<file path="config.mk">
export PLATFORM = sky130hd
export DESIGN_NAME = id_stage
export DESIGN_NICKNAME = d
export VERILOG_FILES = /design/src/rtl/id_stage.sv
export SDC_FILE = /design/constraint.sdc
export NUM_CORES = 2
export LEC_CHECK = 0
export BUFFER_PORTS_ARGS = -buffer_cell sky130_fd_sc_hd__clkbuf_2
export CELL_PAD_IN_SITES_DETAIL_PLACEMENT = 0
export CELL_PAD_IN_SITES_GLOBAL_PLACEMENT = 1
export CORE_MARGIN = 2
export CORE_UTILIZATION = 25
export DETAILED_ROUTE_END_ITERATION = 16
export PLACE_DENSITY_LB_ADDON = 0.1
export SYNTH_ARGS = -nofsm -noshare
export SYNTH_HDL_FRONTEND = slang
export SYNTH_SLANG_ARGS = --single-unit
</file>
<file path="constraint.sdc">
create_clock -name clk -period 4.3 [get_ports clk]
set_input_delay 0 -clock clk [delete_from_list [all_inputs] [get_ports clk]]
set_output_delay 0 -clock clk [all_outputs]
set_load 0.02 [all_outputs]
</file>
<file path="src/rtl/id_stage.sv">
// id_stage: RV32I instruction-decode stage.
// Decodes the fetched instruction into register indices, a sign-extended
// immediate, an ALU operation and pipeline control flags, and reads the two
// source operands from a 32x32 register file that the WB stage writes back.
// Decode and operand reads are purely combinational from instr; only the
// register file holds state.
module id_stage #(
    parameter int WORD_SIZE = 32,
    parameter int NUM_REGS  = 32,
    parameter int REG_SEL   = 5,
    parameter int ADDR_SIZE = 10
) (
    input  logic                 clk,
    input  logic                 rst,
    input  logic [WORD_SIZE-1:0] instr,
    input  logic                 reg_write,
    input  logic [WORD_SIZE-1:0] rd_data,
    input  logic [REG_SEL-1:0]   rd_select,
    output logic [WORD_SIZE-1:0] immd,
    output logic [WORD_SIZE-1:0] data1,
    output logic [WORD_SIZE-1:0] data2,
    output logic [3:0]           alu_op,
    output logic [REG_SEL-1:0]   rd,
    output logic                 mem_read,
    output logic                 mem_write,
    output logic                 mem_to_reg,
    output logic                 reg_write_out,
    output logic                 alu_src,
    output logic                 branch,
    output logic                 jump
);

    // Major opcodes
    localparam logic [6:0] OP_R      = 7'b0110011;
    localparam logic [6:0] OP_I_ALU  = 7'b0010011;
    localparam logic [6:0] OP_LOAD   = 7'b0000011;
    localparam logic [6:0] OP_STORE  = 7'b0100011;
    localparam logic [6:0] OP_BRANCH = 7'b1100011;
    localparam logic [6:0] OP_JAL    = 7'b1101111;
    localparam logic [6:0] OP_JALR   = 7'b1100111;
    localparam logic [6:0] OP_LUI    = 7'b0110111;
    localparam logic [6:0] OP_AUIPC  = 7'b0010111;

    // Immediate format selector
    localparam logic [2:0] T_R = 3'd0;
    localparam logic [2:0] T_I = 3'd1;
    localparam logic [2:0] T_S = 3'd2;
    localparam logic [2:0] T_B = 3'd3;
    localparam logic [2:0] T_U = 3'd4;
    localparam logic [2:0] T_J = 3'd5;
    localparam logic [2:0] T_X = 3'd6;

    // ALU operation codes
    localparam logic [3:0] ALU_ADD  = 4'd0;
    localparam logic [3:0] ALU_SUB  = 4'd1;
    localparam logic [3:0] ALU_AND  = 4'd2;
    localparam logic [3:0] ALU_OR   = 4'd3;
    localparam logic [3:0] ALU_XOR  = 4'd4;
    localparam logic [3:0] ALU_SLL  = 4'd5;
    localparam logic [3:0] ALU_SRL  = 4'd6;
    localparam logic [3:0] ALU_SRA  = 4'd7;
    localparam logic [3:0] ALU_SLT  = 4'd8;
    localparam logic [3:0] ALU_SLTU = 4'd9;
    localparam logic [3:0] ALU_PASS = 4'd10;

    // Instruction fields (opcode/instr_type/rs1/rs2 keep their plain names so
    // benches can probe them hierarchically)
    logic [6:0]         opcode;
    logic [2:0]         instr_type;
    logic [REG_SEL-1:0] rs1;
    logic [REG_SEL-1:0] rs2;
    logic [2:0]         w_funct3;
    logic               w_bit30;
    logic [3:0]         w_arith_op;
    logic               w_unused_addr_size;

    logic [WORD_SIZE-1:0] r_regs [0:NUM_REGS-1];

    assign opcode   = instr[6:0];
    assign rd       = instr[11:7];
    assign w_funct3 = instr[14:12];
    assign rs1      = instr[19:15];
    assign rs2      = instr[24:20];
    assign w_bit30  = instr[30];

    // The memory address width is carried for the pipeline but has no use here
    assign w_unused_addr_size = (ADDR_SIZE > 0) ? 1'b1 : 1'b0;

    // funct3 -> ALU op shared by R-type and I-ALU; SUB only exists for R-type
    always_comb begin
        w_arith_op = ALU_ADD;
        case (w_funct3)
            3'b000:  w_arith_op = ((opcode == OP_R) && w_bit30) ? ALU_SUB : ALU_ADD;
            3'b001:  w_arith_op = ALU_SLL;
            3'b010:  w_arith_op = ALU_SLT;
            3'b011:  w_arith_op = ALU_SLTU;
            3'b100:  w_arith_op = ALU_XOR;
            3'b101:  w_arith_op = w_bit30 ? ALU_SRA : ALU_SRL;
            3'b110:  w_arith_op = ALU_OR;
            3'b111:  w_arith_op = ALU_AND;
            default: w_arith_op = ALU_ADD;
        endcase
    end

    // Main decode: format, ALU op and control flags per opcode
    always_comb begin
        instr_type    = T_X;
        alu_op        = ALU_ADD;
        reg_write_out = 1'b0;
        mem_read      = 1'b0;
        mem_write     = 1'b0;
        mem_to_reg    = 1'b0;
        alu_src       = 1'b0;
        branch        = 1'b0;
        jump          = 1'b0;
        case (opcode)
            OP_R: begin
                instr_type    = T_R;
                alu_op        = w_arith_op;
                reg_write_out = 1'b1;
            end
            OP_I_ALU: begin
                instr_type    = T_I;
                alu_op        = w_arith_op;
                reg_write_out = 1'b1;
                alu_src       = 1'b1;
            end
            OP_LOAD: begin
                instr_type    = T_I;
                reg_write_out = 1'b1;
                mem_read      = 1'b1;
                mem_to_reg    = 1'b1;
                alu_src       = 1'b1;
            end
            OP_STORE: begin
                instr_type = T_S;
                mem_write  = 1'b1;
                alu_src    = 1'b1;
            end
            OP_BRANCH: begin
                instr_type = T_B;
                branch     = 1'b1;
                case (w_funct3)
                    3'b000, 3'b001: alu_op = ALU_SUB;
                    3'b100, 3'b101: alu_op = ALU_SLT;
                    3'b110, 3'b111: alu_op = ALU_SLTU;
                    default:        alu_op = ALU_ADD;
                endcase
            end
            OP_JAL: begin
                instr_type    = T_J;
                reg_write_out = 1'b1;
                alu_src       = 1'b1;
                jump          = 1'b1;
            end
            OP_JALR: begin
                instr_type    = T_I;
                reg_write_out = 1'b1;
                alu_src       = 1'b1;
                jump          = 1'b1;
            end
            OP_LUI: begin
                instr_type    = T_U;
                alu_op        = ALU_PASS;
                reg_write_out = 1'b1;
                alu_src       = 1'b1;
            end
            OP_AUIPC: begin
                instr_type    = T_U;
                reg_write_out = 1'b1;
                alu_src       = 1'b1;
            end
            default: begin
                instr_type = T_X;
                alu_op     = ALU_ADD;
            end
        endcase
    end

    // Immediate generation by instruction format
    always_comb begin
        immd = {WORD_SIZE{1'b0}};
        case (instr_type)
            T_I:     immd = {{(WORD_SIZE-12){instr[31]}}, instr[31:20]};
            T_S:     immd = {{(WORD_SIZE-12){instr[31]}}, instr[31:25], instr[11:7]};
            T_B:     immd = {{(WORD_SIZE-13){instr[31]}}, instr[31], instr[7],
                             instr[30:25], instr[11:8], 1'b0};
            T_J:     immd = {{(WORD_SIZE-21){instr[31]}}, instr[31], instr[19:12],
                             instr[20], instr[30:21], 1'b0};
            T_U:     immd = {instr[31:12], {(WORD_SIZE-20){1'b0}}};
            T_R:     immd = {WORD_SIZE{1'b0}};
            default: immd = {WORD_SIZE{1'b0}};
        endcase
    end

    // Register file: synchronous clear, write-back ignores x0
    always_ff @(posedge clk) begin
        if (!rst) begin
            for (int i = 0; i < NUM_REGS; i++) begin
                r_regs[i] <= {WORD_SIZE{1'b0}};
            end
        end else if (reg_write && (rd_select != {REG_SEL{1'b0}})) begin
            r_regs[rd_select] <= rd_data;
        end else begin
            r_regs <= r_regs;
        end
    end

    // Operand A read with same-cycle write-back forwarding
    always_comb begin
        if (rs1 == {REG_SEL{1'b0}}) begin
            data1 = {WORD_SIZE{1'b0}};
        end else if (reg_write && (rd_select == rs1)) begin
            data1 = rd_data;
        end else begin
            data1 = r_regs[rs1];
        end
    end

    // Operand B read with same-cycle write-back forwarding
    always_comb begin
        if (rs2 == {REG_SEL{1'b0}}) begin
            data2 = {WORD_SIZE{1'b0}};
        end else if (reg_write && (rd_select == rs2)) begin
            data2 = rd_data;
        end else begin
            data2 = r_regs[rs2];
        end
    end

endmodule

</file>
==> impl_metrics.yaml <==
outcome:
  outcome: "complete, no violations"
pwr:
  power.share.switching_pct: 27.4
  part_of_the_total_power_dissipated_in_combinational_logic_pct: 10.0
  seq_power_share_pct: 40.0
  switchingPower_mw: 6.60
  post-layout-total-power_mw: 24.0
  clkPwrFrac_pct: 50.0
  cell_internal_pwr_mw: 17.4
  p_per_area_nw_per_um2: 375
  p_leak_nw: 20.9
  power.ir.vdd_worst_mv: 0.394
floorplan:
  initial_utilization_pct: 25.1
  die_w_um: 474
  dieHeight_um: 474
  core_region_area_um2: 220000
  die_area_um2: 225000
  placement_rows: 172
  io_pins: 184
synthesis:
  yosys.area_share.simple_pct: 16.5
  post_synth_cell_types: 64
  post_synth_most_frequent_cells: "sky130_fd_sc_hd__nand2_1 (2,071), sky130_fd_sc_hd__dfxtp_1 (1,024), sky130_fd_sc_hd__a21boi_0 (992)"
  synth_async_sr_flop_share_pct: 0
  syn-cell-area_um2: 55200
  postSynthCellCount: 6001
  postSynthAreaPerCell_um2: 9.20
  synth.mux.area_fraction_pct: 22.2
  yosys.cell_count.top_type: "sky130_fd_sc_hd__nand2_1"
  synth_adder_area_share_pct: 0
  synth-main-ff-cell: "sky130_fd_sc_hd__dfxtp_1"
  ys_seq_area_share_pct: 37.1
  main_combinational_cell_family_by_area_after_synthesis: "multiplexers"
  ys.warnings.count: 0
  synth_top_area_share_pct: 37.1
  synth_top_cells_by_area: "sky130_fd_sc_hd__dfxtp_1 (37%), sky130_fd_sc_hd__mux4_2 (18%), sky130_fd_sc_hd__nand2_1 (14%), sky130_fd_sc_hd__a21boi_0 (13%), sky130_fd_sc_hd__mux2i_1 (3.4%)"
  ys_seq_elements: 1024
  synth_compound_area_share_pct: 18.8
  synth_edf_count: 0
  postSynthNetCount: 6073
  synthDominantAreaCellType: "sky130_fd_sc_hd__dfxtp_1"
  synth_xor_xnor_area_share_pct: 0.175
sta:
  report.final.setup_viol: 0
  transition_time_at_the_pin_with_the_least_slew_margin_ps: 1260
  final_cycle_share_pct: 77.6
  fin_tns_setup_ps: 0
  final_period_minus_worst_setup_slack_ps: 3340
  worst_slew_margin_rel_pct: 15.9
  achievable-frequency_ghz: 0.300
  maxSlewViolCount: 0
  hold_violations: 0
  fin_skew_ps: 0
  setup_repair_after_global_routing_missed_its_margin: "no"
grt:
  grt_pass1_vias: 45917
  grt_start_max_net_pins: 139
  grt_use_total_pct: 26.5
  gr-total-overflow: 0
  grt_antenna_before_repair: 42
  first_pass_grt_wire_length_mm: 413
setup_path:
  worstSetupPathType: "input port to output port"
  critical_path_peak_fanout: 22
  worst_path_most_repeated_cell: "sky130_fd_sc_hd__clkbuf_2"
  path_cells: "clkbuf_2 > or2_1 > or4_1 > a21boi_4 > buf_4 > a32o_1 > clkbuf_2"
  worst-endpoint-arrival_ps: 3340
  critical-path-slowest-cell: "sky130_fd_sc_hd__a32o_1"
  worst_path_largest_cell_delay_ps: 560
  end_kind: "output port"
  critical-path-top-delay-family: "buffers and inverters"
  worstPathBufferInverterCount: 3
  critical_path_required_time_ps: 4300
  cp-start-kind: "input port"
place:
  place_congestion: 0.844
  dpl.hpwl_mm: 189
  post_placement_cell_area_um2: 59200
  buffer_ports.inserted: 183
drt:
  drc: 0
  detail_route.first_pass.iterations: 5
  num_vias: 47886
  detailed_route_wire_length_per_cell_um: 34.2
  antenna_left: 0
  route.final.wire_length_mm: 303
  viasPerCell: 5.40
  initialDrtViolationCount: 4289
worst_hold_path:
  worstHoldPathType: "input port to flip-flop"
final_layout:
  post_route_cells_drive_above_1_share_pct: 19.1
  design_area_um2: 64100
  largest_register_ff_count: 1024
  layout-area-overhead-vs-synth_pct: 16.1
  design.final.nets: 5948
  top_register: "r_regs"
  reg_top3: "r_regs: 1024 flops"
clock_tree:
  cts_num_sinks: 1024
  clk_pin_slew_worst_paths_ps: 60
  total_clock_buffers_created_by_cts: 139
  h-tree-depth: 4
  tritoncts: "done"
  clock_tree_root_buffer_cell: "sky130_fd_sc_hd__clkbuf_16"
  post_cts_resized: 0
  worst_skew_pair.late_latency_ps: 810
  post-cts-setup-buffers: 0
  cts.path.max_buffers: 3
job:
  maxCapViolations: 0
area by class of cell:
class / count / area (um^2)
inverter: 4 / 15.0
tap: 2871 / 3590
timing repair buffer: 394 / 3190
antenna: 12 / 30.0
clock inverter: 33 / 394
multi-input combinational: 4313 / 32200
sequential: 1024 / 20500
fill: 22842 / 155000
clock buffer: 211 / 4210
placed cells by master (no fill, tap or decap), types with 30 or more instances in the layout:
| cell | instances |
|---|---|
| sky130_fd_sc_hd__clkbuf_16 | 144 |
| sky130_fd_sc_hd__buf_12 | 44 |
| sky130_fd_sc_hd__a32o_1 | 59 |
| sky130_fd_sc_hd__o22ai_1 | 74 |
| sky130_fd_sc_hd__a21boi_0 | 992 |
| sky130_fd_sc_hd__nand2_1 | 2040 |
| sky130_fd_sc_hd__a22oi_1 | 50 |
| sky130_fd_sc_hd__buf_4 | 140 |
| sky130_fd_sc_hd__mux2i_1 | 185 |
| sky130_fd_sc_hd__clkbuf_1 | 32 |
| sky130_fd_sc_hd__dfxtp_1 | 1024 |
| sky130_fd_sc_hd__mux4_2 | 448 |
| sky130_fd_sc_hd__clkbuf_8 | 35 |
| sky130_fd_sc_hd__nor2_1 | 32 |
| sky130_fd_sc_hd__and2_1 | 40 |
| sky130_fd_sc_hd__clkbuf_2 | 175 |
| sky130_fd_sc_hd__nor2_4 | 30 |
worst register-to-register path, cell delays in order (launching register included):
cell	delay (ps)
sky130_fd_sc_hd__dfxtp_1	470
sky130_fd_sc_hd__nand2_1	70
sky130_fd_sc_hd__a21boi_0	170
routing by layer:
layer  up-vias  GRT usage [%]  part of all wire (%)
met4        10           9.17                   3.5
met1     24917           35.5                    44
met5         -              0                 0.021
met3       397           4.20                   5.7
li1      20891              -                     -
met2      1671           43.1                    47
per-stage QoR:
| step | util [%] | instances | setup slack (ps) | hold WS [ps] |
|---|---|---|---|---|
| global placement | 27.0 | 8578 | 1050 | 249 |
| CTS | 29.2 | 8850 | 942 | 3.69 |
| finish | 29.2 | 8862 | 961 | 68.1 |
| detailed placement | 27.0 | 8578 | 944 | 249 |
| global route | 29.2 | 8857 | 970 | 68.0 |
| floorplan | - | 6001 | 2520 | 88.7 |
cells by family after synthesis:
family,count (synthesis)
muxes,659
xor gates and xnor gates,11
buffers and inverters,664
and+or+nand+nor,2290
DFF,1024
AOI/OAI and AO/OA,1353
worst paths after layout:
check	start	to	slack [ps]	cells past startpoint
max	instr[18]	data1[8]	960	7
min	rd_data[6]	r_regs[230]$_SDFFE_PN0P_	70	3
max reg2reg	r_regs[17]$_SDFFE_PN0P_	r_regs[17]$_SDFFE_PN0P_	3520	2
min reg2reg	r_regs[587]$_SDFFE_PN0P_	r_regs[587]$_SDFFE_PN0P_	470	2
power by group through the flow:
stage	clock (mW)	combinational (mW)	sequential, mW
floorplan	0	1.33	9.80
global placement	0	2.38	9.82
CTS	12.3	2.41	9.61
finish	12.0	2.41	9.61
detailed placement	0	2.37	9.82
global route	12.6	2.48	9.61
repair_timing:
| item | in CTS | in global routing |
|---|---|---|
| endpoints found under the setup margin | 0 | 0 |
| endpoints found under the hold margin | 723 | 0 |
| hold buffers | 28 | 0 |
Note: power is estimated with default switching activity, not from simulation.
